### src/rtl/uart_tx_frame_if.sv
// Valid/ready word handshake between a word source and the UART transmitter.
// Ports: data_valid (source has a word), data (payload), data_ready (sink can take it).
interface uart_tx_frame_if #(
    parameter int DATA_BITS = 8
);
    logic                 data_valid;
    logic [DATA_BITS-1:0] data;
    logic                 data_ready;

    modport master (
        output data_valid,
        output data,
        input  data_ready
    );

    modport slave (
        input  data_valid,
        input  data,
        output data_ready
    );
endinterface

### src/rtl/uart_tx_frame.sv
// Parametrised UART transmitter with a one-entry holding register, so
// back-to-back words leave the pin with no idle gap between frames.
// Ports: clk, rst_n (async, active low), src (word handshake, slave side),
//        tx (serial line, idle high), tx_done (1-cycle end-of-frame pulse),
//        busy (frame on the line or word waiting).
module uart_tx_frame #(
    parameter int CLOCK_SPEED = 50_000_000,
    parameter int BAUD_RATE   = 115_200,
    parameter int BAUD_WIDTH  = CLOCK_SPEED / BAUD_RATE,
    parameter int DATA_BITS   = 8,
    parameter int PARITY      = 0,
    parameter int STOP_BITS   = 1
) (
    input  logic            clk,
    input  logic            rst_n,
    uart_tx_frame_if.slave  src,
    output logic            tx,
    output logic            tx_done,
    output logic            busy
);

    generate
        if (BAUD_WIDTH < 2) begin : g_bad_baud
            $error("uart_tx_frame: BAUD_WIDTH must be at least 2");
        end
        if (DATA_BITS < 5 || DATA_BITS > 9) begin : g_bad_data
            $error("uart_tx_frame: DATA_BITS must be 5..9");
        end
        if (PARITY < 0 || PARITY > 2) begin : g_bad_parity
            $error("uart_tx_frame: PARITY must be 0, 1 or 2");
        end
        if (STOP_BITS < 1 || STOP_BITS > 2) begin : g_bad_stop
            $error("uart_tx_frame: STOP_BITS must be 1 or 2");
        end
    endgenerate

    localparam int CNT_W = (BAUD_WIDTH > 2) ? $clog2(BAUD_WIDTH) : 1;

    localparam logic [CNT_W-1:0] CNT_LAST  = CNT_W'(BAUD_WIDTH - 1);
    localparam logic [3:0]       DATA_LAST = 4'(DATA_BITS - 1);
    localparam logic             STOP_LAST = 1'(STOP_BITS - 1);
    localparam logic             PAR_ODD   = (PARITY == 1);
    localparam logic             HAS_PAR   = (PARITY != 0);

    localparam logic [2:0] S_IDLE  = 3'd0;
    localparam logic [2:0] S_START = 3'd1;
    localparam logic [2:0] S_DATA  = 3'd2;
    localparam logic [2:0] S_PAR   = 3'd3;
    localparam logic [2:0] S_STOP  = 3'd4;

    logic [2:0]           state;
    logic [CNT_W-1:0]     cnt;
    logic [3:0]           bit_idx;
    logic                 stop_idx;
    logic                 pending;
    logic [DATA_BITS-1:0] hold_reg;
    logic [DATA_BITS-1:0] shift_reg;
    logic                 par_bit;

    logic bit_end;
    logic last_data;
    logic last_stop;
    logic accept;
    logic load;
    logic frame_end;

    assign bit_end   = (cnt == CNT_LAST);
    assign last_data = (bit_idx == DATA_LAST);
    assign last_stop = (stop_idx == STOP_LAST);
    assign frame_end = (state == S_STOP) && bit_end && last_stop;

    // accept needs an empty holding register, load needs a full one,
    // so the two can never happen on the same edge
    assign accept = src.data_valid && !pending;
    assign load   = pending && ((state == S_IDLE) || frame_end);

    assign src.data_ready = ~pending;
    assign busy           = (state != S_IDLE) || pending;

    always_ff @(posedge clk or negedge rst_n) begin
        if (!rst_n) begin
            state     <= S_IDLE;
            cnt       <= '0;
            bit_idx   <= '0;
            stop_idx  <= 1'b0;
            pending   <= 1'b0;
            hold_reg  <= '0;
            shift_reg <= '0;
            par_bit   <= 1'b0;
            tx        <= 1'b1;
            tx_done   <= 1'b0;
        end else begin
            tx_done <= 1'b0;

            if (accept) begin
                pending  <= 1'b1;
                hold_reg <= src.data;
            end

            if (state != S_IDLE) begin
                cnt <= bit_end ? '0 : cnt + CNT_W'(1);
            end

            case (state)
                S_IDLE: begin
                    tx <= 1'b1;
                end
                S_START: begin
                    if (bit_end) begin
                        state   <= S_DATA;
                        bit_idx <= '0;
                        tx      <= shift_reg[0];
                    end
                end
                S_DATA: begin
                    if (bit_end) begin
                        shift_reg <= shift_reg >> 1;
                        if (last_data) begin
                            if (HAS_PAR) begin
                                state <= S_PAR;
                                tx    <= par_bit;
                            end else begin
                                state    <= S_STOP;
                                stop_idx <= 1'b0;
                                tx       <= 1'b1;
                            end
                        end else begin
                            bit_idx <= bit_idx + 4'd1;
                            tx      <= shift_reg[1];
                        end
                    end
                end
                S_PAR: begin
                    if (bit_end) begin
                        state    <= S_STOP;
                        stop_idx <= 1'b0;
                        tx       <= 1'b1;
                    end
                end
                S_STOP: begin
                    if (bit_end) begin
                        if (last_stop) begin
                            tx_done <= 1'b1;
                            state   <= S_IDLE;
                        end else begin
                            stop_idx <= stop_idx + 1'b1;
                        end
                    end
                end
                default: begin
                    state <= S_IDLE;
                    tx    <= 1'b1;
                end
            endcase

            // start the next frame; in STOP this overrides the return to
            // IDLE so the new start bit follows the stop bit directly
            if (load) begin
                shift_reg <= hold_reg;
                par_bit   <= (^hold_reg) ^ PAR_ODD;
                pending   <= 1'b0;
                state     <= S_START;
                tx        <= 1'b0;
            end
        end
    end

endmodule
### src/flat_wrapper.sv
// flat-port wrapper written by rule: the top's interface ports become plain ports
module uart_tx_frame_flat 
#(
    parameter int CLOCK_SPEED = 50_000_000,
    parameter int BAUD_RATE   = 115_200,
    parameter int BAUD_WIDTH  = CLOCK_SPEED / BAUD_RATE,
    parameter int DATA_BITS   = 8,
    parameter int PARITY      = 0,
    parameter int STOP_BITS   = 1
)
  (clk, rst_n, tx, tx_done, busy, src_data_valid, src_data, src_data_ready);
  uart_tx_frame_if #(.DATA_BITS(DATA_BITS)) src_i ();
  input  logic clk;
  input  logic rst_n;
  output logic tx;
  output logic tx_done;
  output logic busy;
  input wire logic [$bits(src_i.data_valid)-1:0] src_data_valid;
  input wire logic [$bits(src_i.data)-1:0] src_data;
  output wire logic [$bits(src_i.data_ready)-1:0] src_data_ready;
  assign src_i.data_valid = src_data_valid;
  assign src_i.data = src_data;
  assign src_data_ready = src_i.data_ready;
  uart_tx_frame #(.CLOCK_SPEED(CLOCK_SPEED), .BAUD_RATE(BAUD_RATE), .BAUD_WIDTH(BAUD_WIDTH), .DATA_BITS(DATA_BITS), .PARITY(PARITY), .STOP_BITS(STOP_BITS)) u_core (.clk(clk), .rst_n(rst_n), .src(src_i), .tx(tx), .tx_done(tx_done), .busy(busy));
endmodule
### config.mk
export PLATFORM = sky130hd
export DESIGN_NAME = uart_tx_frame_flat
export DESIGN_NICKNAME = d
export VERILOG_FILES = /design/src/rtl/uart_tx_frame_if.sv /design/src/rtl/uart_tx_frame.sv /design/src/flat_wrapper.sv
export SDC_FILE = /design/constraint.sdc
export NUM_CORES = 1
export LEC_CHECK = 0
export ABC_AREA = 1
export BUFFER_PORTS_ARGS = -buffer_cell sky130_fd_sc_hd__buf_2
export CORE_ASPECT_RATIO = 1.2
export CORE_MARGIN = 1
export CORE_UTILIZATION = 30
export CTS_CLUSTER_SIZE = 28
export DETAILED_ROUTE_END_ITERATION = 7
export GPL_TIMING_DRIVEN = 0
export HOLD_SLACK_MARGIN = 0.1
export PLACE_DENSITY = 0.47
export SLEW_MARGIN = 10
export SYNTH_ARGS = -nofsm -noshare
export SYNTH_HDL_FRONTEND = slang
export SYNTH_SLANG_ARGS = --single-unit
### constraint.sdc
create_clock -name clk -period 3 [get_ports clk]
set_clock_uncertainty 0.05 [all_clocks]
set_input_delay 0.9 -clock clk [delete_from_list [all_inputs] [get_ports clk]]
set_output_delay 0.9 -clock clk [all_outputs]
set_load 0.03 [all_outputs]
==> impl_results.md, run 1 <==
- Status: finished clean
- Area grow syn2layout: 14.2%
- Die W: around 75 um
- Max VDD drop: roughly 0.25 mV
- Total negative slack: 0 ns
- Most frequent cells in the layout: 50 x nand2_1, 34 x dfrtp_1, 27 x inv_1, 22 x nor2_1
- Global Route Usage Sum: 13.8%
- Final nets: about 270
- CTS Hold Buffers Added: 0
- Ant. Diodes: 0
- CP endpoint kind: output port
- Worst hold start: u_core.tx
- Startpoint types: flip-flop
- Avg WL per Cell: about 12 um
- Die Area: about 6700 um^2
- Post-synth top area cell: dfrtp_1
- Via Count: between 1,500 and 2,000
- Fin area: between 2000 and 2500 um^2
- CP arrival: roughly 1.5 ns
- Final hold violation count: 0
- Die height: around 90 um
- Crit path launch: u_core.state[0]
- Hpwl dp: between 2000 and 3000 um
- 1st-pass router iterations: 4
- Synth cell types: 28
- GPL Wtd Cong: 0.743
- CTS Buffer Depth: 2
- CTS tree: done
- Vias per std cell: ~4.5
- Register area share after synthesis: ~46%
- Clk sinks: 35
- Largest cells by area after synthesis: dfrtp_1 44%, nand2_1 9.8%, nand3_2 6.3%, inv_1 5.3%, nor2_1 4.3%
- Core box area: just over 6000 um^2
- Total power: a little under 1 mW
- CP Data Required Time: about 2.1 ns
- Hold WS: ~0.41 ns
- First-pass GRT wire length: between 6000 and 7000 um
- Leakage power: roughly 1.1 nW
- Final setup vio count: 0
- Worst Path Max Fanout: 4
- Postcts setup bufs: 0
- Hold depth: 2
- I/O Buffers: 14
- Slew HR: a little under half
- Routed Antenna Nets: 0
- Core Util, Final: between 30 and 40%
- GR Overflow Total: 0
- Crit Path Class: reg2out
- Mapped Avg Cell Area: ~8.2 um^2
- Tcrit/Tclk final: between 70 and 80%
- Slew Limit Fails: 0
- Row Count: 31
- Vias in the first global route: between 1,000 and 1,500
- Clk slew on worst S/H paths: approximately 0.07 ns
- Post-cts resize count: 0
- Dpl cell area: approximately 2100 um^2
- Syn_nets: ~250
- DRT iter0 DRCs: 96
- RSZ-0062 raised after global routing: false
- Synth Register Bits: 35
- HP Class: reg2reg
- Num CTS Buffers: 5
- Max reg flops: 9
- Clock root buffer: clkbuf_8
- Worst-skew pair later-pin latency: 0.28 ns
- Initial antenna violation count: 0
- Pin count of the biggest net entering global routing: 36
- Final worst path period need: about 2.4 ns
- Gate Count Post-Synth: 233
- Critical register-to-register path startpoint: u_core.cnt[1]
- Maxcap violations: 0
- Tightest Pin Transition: roughly 0.81 ns
- Max Clock Freq: 0.417 GHz
- Mapped Area: around 1900 um^2
- Top Ports: 15
- Area share of the largest cell type after synthesis: approximately 44%
- Yosys warnings: 0
- DRT Wirelength: roughly 3900 um
- Starting density of the core: a little under a third
- Reg2reg path depth: 10
- # DRC: 0
- Power density over cell area: approximately 450 nW/um^2
- Layout cells sized above 1: between 20% and 30%
- Most common cell after layout, fill and taps aside: nand2_1
- H-tree depth: 2
-- worst max-delay path: stages (launching register included) --
cell,delay [ns]
dfrtp_1,0.41
inv_2,0.10
nand2_1,0.11
nor2_2,0.23
nand2_1,0.12
buf_2,0.20
-- logic make-up after synthesis --
family	synth area share (%)
compound gates	8.43
xor+xnor	0.915
fa+ha+maj	1.96
buf+inv	8.17
flops	45.8
mux	1.18
simple gates	33.5
-- worst paths after layout --
path	end	slack, ns
setup / recovery	busy	0.60
hold / removal	u_core.tx	0.41
setup reg to reg	u_core.shift_reg[0]	1.28
hold reg to reg	u_core.tx	0.41
max in group asynchronous	u_core.cnt[8]	1.73
min in group asynchronous	u_core.cnt[4]	0.64
-- synth_stat cells --
master    count
a21oi_1      14
nand2_2       1
nor3_2        2
nand2_1      50
buf_2         2
dfrtp_1      34
inv_1        27
mux2_2        2
nand3_2      12
nand2_4       2
nor2_2        1
ha_1          3
nor2_1       22
xor2_1        2
nor2_4        3
nand3_1      16
nand4_1       3
nor3b_1       2
inv_2         5
o21ai_0       8
o22ai_1       1
buf_6         2
dfstp_2       1
nor3_1        6
clkinv_1      1
or2_1         1
o21ai_1       9
nand4_2       1
-- cell type report --
cell class / count / area (um^2)
sequential: 35 / 877
multi-input combinational: 161 / 881
timing repair buffer: 14 / 70.1
inverter: 33 / 124
clock buffer: 8 / 100
buffer: 4 / 32.5
tap: 82 / 103
fill: 660 / 3900
-- through the flow --
stage,std cells,setup slack (ns)
6_report,337,0.603
5_1_grt,337,0.475
2_1_floorplan,233,1.02
3_3_place_gp,329,0.893
3_5_place_dp,329,0.903
4_1_cts,337,0.576
-- where the power goes --
| group | leakage (nW) | switching, mW | internal (mW) |
|---|---|---|---|
| Clock | 0.0515 | 0.174 | 0.210 |
| Sequential | 0.411 | 0.0108 | 0.509 |
| Combinational | 0.618 | 0.0459 | 0.0267 |
| Total | 1.08 | 0.231 | 0.745 |
-- layer usage --
| layer | vias to the layer above | track usage (%) | wire, um |
|---|---|---|---|
| li1 | 799 | - | - |
| met1 | 681 | 17.2 | 1850 |
| met2 | 28 | 22.9 | 1910 |
| met3 | 4 | 3.38 | 124 |
| met4 | 0 | 5.49 | 42 |
| met5 | - | 0 | 0 |
Power figures use the tool's default switching activity.
==> run 2, diff against run 1 <==
--- a/config.mk
+++ b/config.mk
@@ -14,7 +14,7 @@
 export DETAILED_ROUTE_END_ITERATION = 7
 export GPL_TIMING_DRIVEN = 0
 export HOLD_SLACK_MARGIN = 0.1
-export PLACE_DENSITY = 0.47
+export PLACE_DENSITY = 0.48
 export SLEW_MARGIN = 10
 export SYNTH_ARGS = -nofsm -noshare
 export SYNTH_HDL_FRONTEND = slang
==> constraint.sdc (replaced) <==
create_clock -name clk -period 2.05 [get_ports clk]
set_clock_uncertainty 0.05 [all_clocks]
set_input_delay 0.615 -clock clk [delete_from_list [all_inputs] [get_ports clk]]
set_output_delay 0.615 -clock clk [all_outputs]
set_load 0.03 [all_outputs]
==> impl_results.md, run 2 (synthesized netlist as in run 1, its figures left out) <==
- Status: finished clean (unchanged)
- CP max stage delay: 0.41 ns (about the same)
- Final nets: 269 (was 268)
- DRT iter0 DRCs: 68 (was 96)
- Avg WL per Cell: 11.9 um (was 11.6 um)
- Global Route Usage Sum: 14.1% (was 13.8%)
- Top delay family on crit path: flip-flops (was simple AND/OR/NAND/NOR gates)
- Worst-skew pair later-pin latency: 0.29 ns (was 0.28 ns)
- Clk slew on worst S/H paths: 0.07 ns (about the same)
- Max VDD drop: 0.427 mV (was 0.250 mV)
- Clk sinks: 35 (unchanged)
- Crit-path cells: inv_2, nand2_2, nor2_4, nand2_1, buf_2 (was inv_2, nand2_1, nor2_2, nand2_1, buf_2)
- Leakage power: 1.08 nW (about the same)
- H-tree depth: 2 (unchanged)
- # DRC: 0 (unchanged)
- 1st-pass router iterations: 4 (unchanged)
- NetSw: 0.343 mW (was 0.231 mW)
- Layout cells sized above 1: 22.7% (was 21.6%)
- Power density over cell area: 621 nW/um^2 (was 446 nW/um^2)
- Net Sw Frac: 25.2% (was 23.7%)
- Sequential power share: 56.2% (was 53.2%)
- Slowest-stage cell, CP: dfrtp_1 (unchanged)
- CTS tree: done (unchanged)
- Top Ports: 15 (unchanged)
- Final setup vio count: 0 (unchanged)
- Max reg flops: 9 (unchanged)
- CTS Hold Buffers Added: 0 (unchanged)
- GPL Wtd Cong: 0.828 (was 0.743)
- Most frequent cells in the layout: 49 x nand2_1, 34 x dfrtp_1, 27 x inv_1, 22 x nor2_1, 16 x nand3_1 (was 50 x nand2_1, 34 x dfrtp_1, 27 x inv_1, 22 x nor2_1)
- Starting density of the core: 31.4% (unchanged)
- Initial antenna violation count: 0 (unchanged)
- Total negative slack: 0 ns (unchanged)
- Core box area: 6090 um^2 (unchanged)
- First-pass GRT wire length: 6970 um (unchanged)
- HP Class: in2async (was reg2reg)
- Die W: 74.9 um (unchanged)
- Clock root buffer: clkbuf_8 (unchanged)
- I/O Buffers: 14 (unchanged)
- CP Data Required Time: 1.38 ns (was 2.05 ns)
- Row Count: 31 (unchanged)
- Final worst path period need: just under 2 ns
- Startpoint types: flip-flop (unchanged)
- FILL cells: 641 (was 660)
- Hpwl dp: 2980 um (was 2840 um)
- Clock share of power: 35.9% (was 39.4%)
- GR Overflow Total: 0 (unchanged)
- Fin area: 2190 um^2 (about the same)
- Slew HR: 46.3% (was 46.0%)
- CTS Buffer Depth: 2 (unchanged)
- Dpl cell area: 2090 um^2 (unchanged)
- Most common cell after layout, fill and taps aside: nand2_1 (unchanged)
- RSZ-0062 raised after global routing: false (unchanged)
- Die height: 89.5 um (unchanged)
- Crit Path Class: reg2out (unchanged)
- Die Area: 6710 um^2 (unchanged)
- Routed Antenna Nets: 0 (unchanged)
- Pin count of the biggest net entering global routing: 36 (unchanged)
- CP arrival: 1.29 ns (was 1.45 ns)
- Tightest Pin Transition: 0.806 ns (was 0.810 ns)
- Via Count: 1,546 (was 1,512)
- Ant. Diodes: 0 (unchanged)
- Worst Path Max Fanout: 4 (unchanged)
- Int Power: 1.02 mW (was 0.745 mW)
- Slew Limit Fails: 0 (unchanged)
- Max Clock Freq: between 0.5 and 0.6 GHz
- Vias in the first global route: 1,515 (was 1,451)
- Final hold violation count: 0 (unchanged)
- Vias per std cell: 4.57 (was 4.49)
- Maxcap violations: 0 (unchanged)
- Tcrit/Tclk final: a little over nine tenths
- CP endpoint kind: output port (unchanged)
- Num CTS Buffers: 5 (unchanged)
- WP buf/inv: 2 (unchanged)
- Area grow syn2layout: 14.3% (was 14.2%)
- DRT Wirelength: 4010 um (was 3920 um)
- Comb power frac: 7.9% (was 7.4%)
run 2: layout make-up:
type | count | area (um^2) | area share, %
tap | 82 | 103 | 4.69
clock buffer | 5 | 68.8 | 3.14
inverter | 33 | 124 | 5.66
sequential | 35 | 877 | 40.1
clock inverter | 3 | 15.0 | 0.686
multi-input combinational | 161 | 888 | 40.6
timing repair buffer | 15 | 77.6 | 3.54
buffer | 4 | 35.0 | 1.60
run 2: metal layers:
| layer | GRT usage, % | vias up | wire (um) | share of wire, % |
|---|---|---|---|---|
| li1 | - | 796 | - | - |
| met1 | 17.2 | 720 | 1870 | 47 |
| met2 | 23.7 | 22 | 1950 | 49 |
| met3 | 3.72 | 8 | 108 | 2.7 |
| met4 | 5.15 | 0 | 76 | 1.9 |
| met5 | 0 | - | 0 | 0 |
run 2: metrics by stage:
step / setup slack (ns) / instances / utilization [%] / total power, mW / hold slack [ns]
after CTS: 0.0276 / 338 / 35.9 / 1.39 / 0.400
after global placement: 0.252 / 329 / 34.3 / 0.886 / 0.401
final: 0.0953 / 338 / 35.9 / 1.36 / 0.366
after floorplan: 0.356 / 233 / - / 0.838 / 0.269
after detailed placement: 0.244 / 329 / 34.3 / 0.890 / 0.403
after global routing: 0.0176 / 338 / 35.9 / 1.44 / 0.430
run 2: final timing paths:
path,start,to,slack [ns],cells after the start
setup reg to reg,u_core.cnt[1],u_core.cnt[7],0.30,7
max in group asynchronous,rst_n,u_core.shift_reg[3],1.07,1
setup / recovery,u_core.state[0],busy,0.1,5
hold / removal,rst_n,u_core.cnt[4],0.37,1
hold reg to reg,u_core.tx,u_core.tx,0.41,2
min in group clk,u_core.tx,u_core.tx,0.41,2
run 2: what timing repair did:
| item | in CTS | in global routing |
|---|---|---|
| setup endpoints to repair | 1 | 1 |
| setup buffers | 1 | 0 |
| pin swaps | 1 | 0 |
| gates resized for setup | 1 | 2 |
run 2: power by group through the flow:
stage,clock [mW],sequential [mW],combinational (mW)
floorplan,0,0.770,0.0678
global placement,0,0.777,0.109
detailed placement,0,0.779,0.111
CTS,0.514,0.765,0.111
global route,0.548,0.770,0.124
finish,0.488,0.764,0.107
run 2: worst reg2reg max path: cells and delay by family (launching register included):
family        cells  cell delay [ns]
flops             1             0.40
fa+ha+maj         1             0.21
simple gates      5             0.88
buf+inv           1             0.08
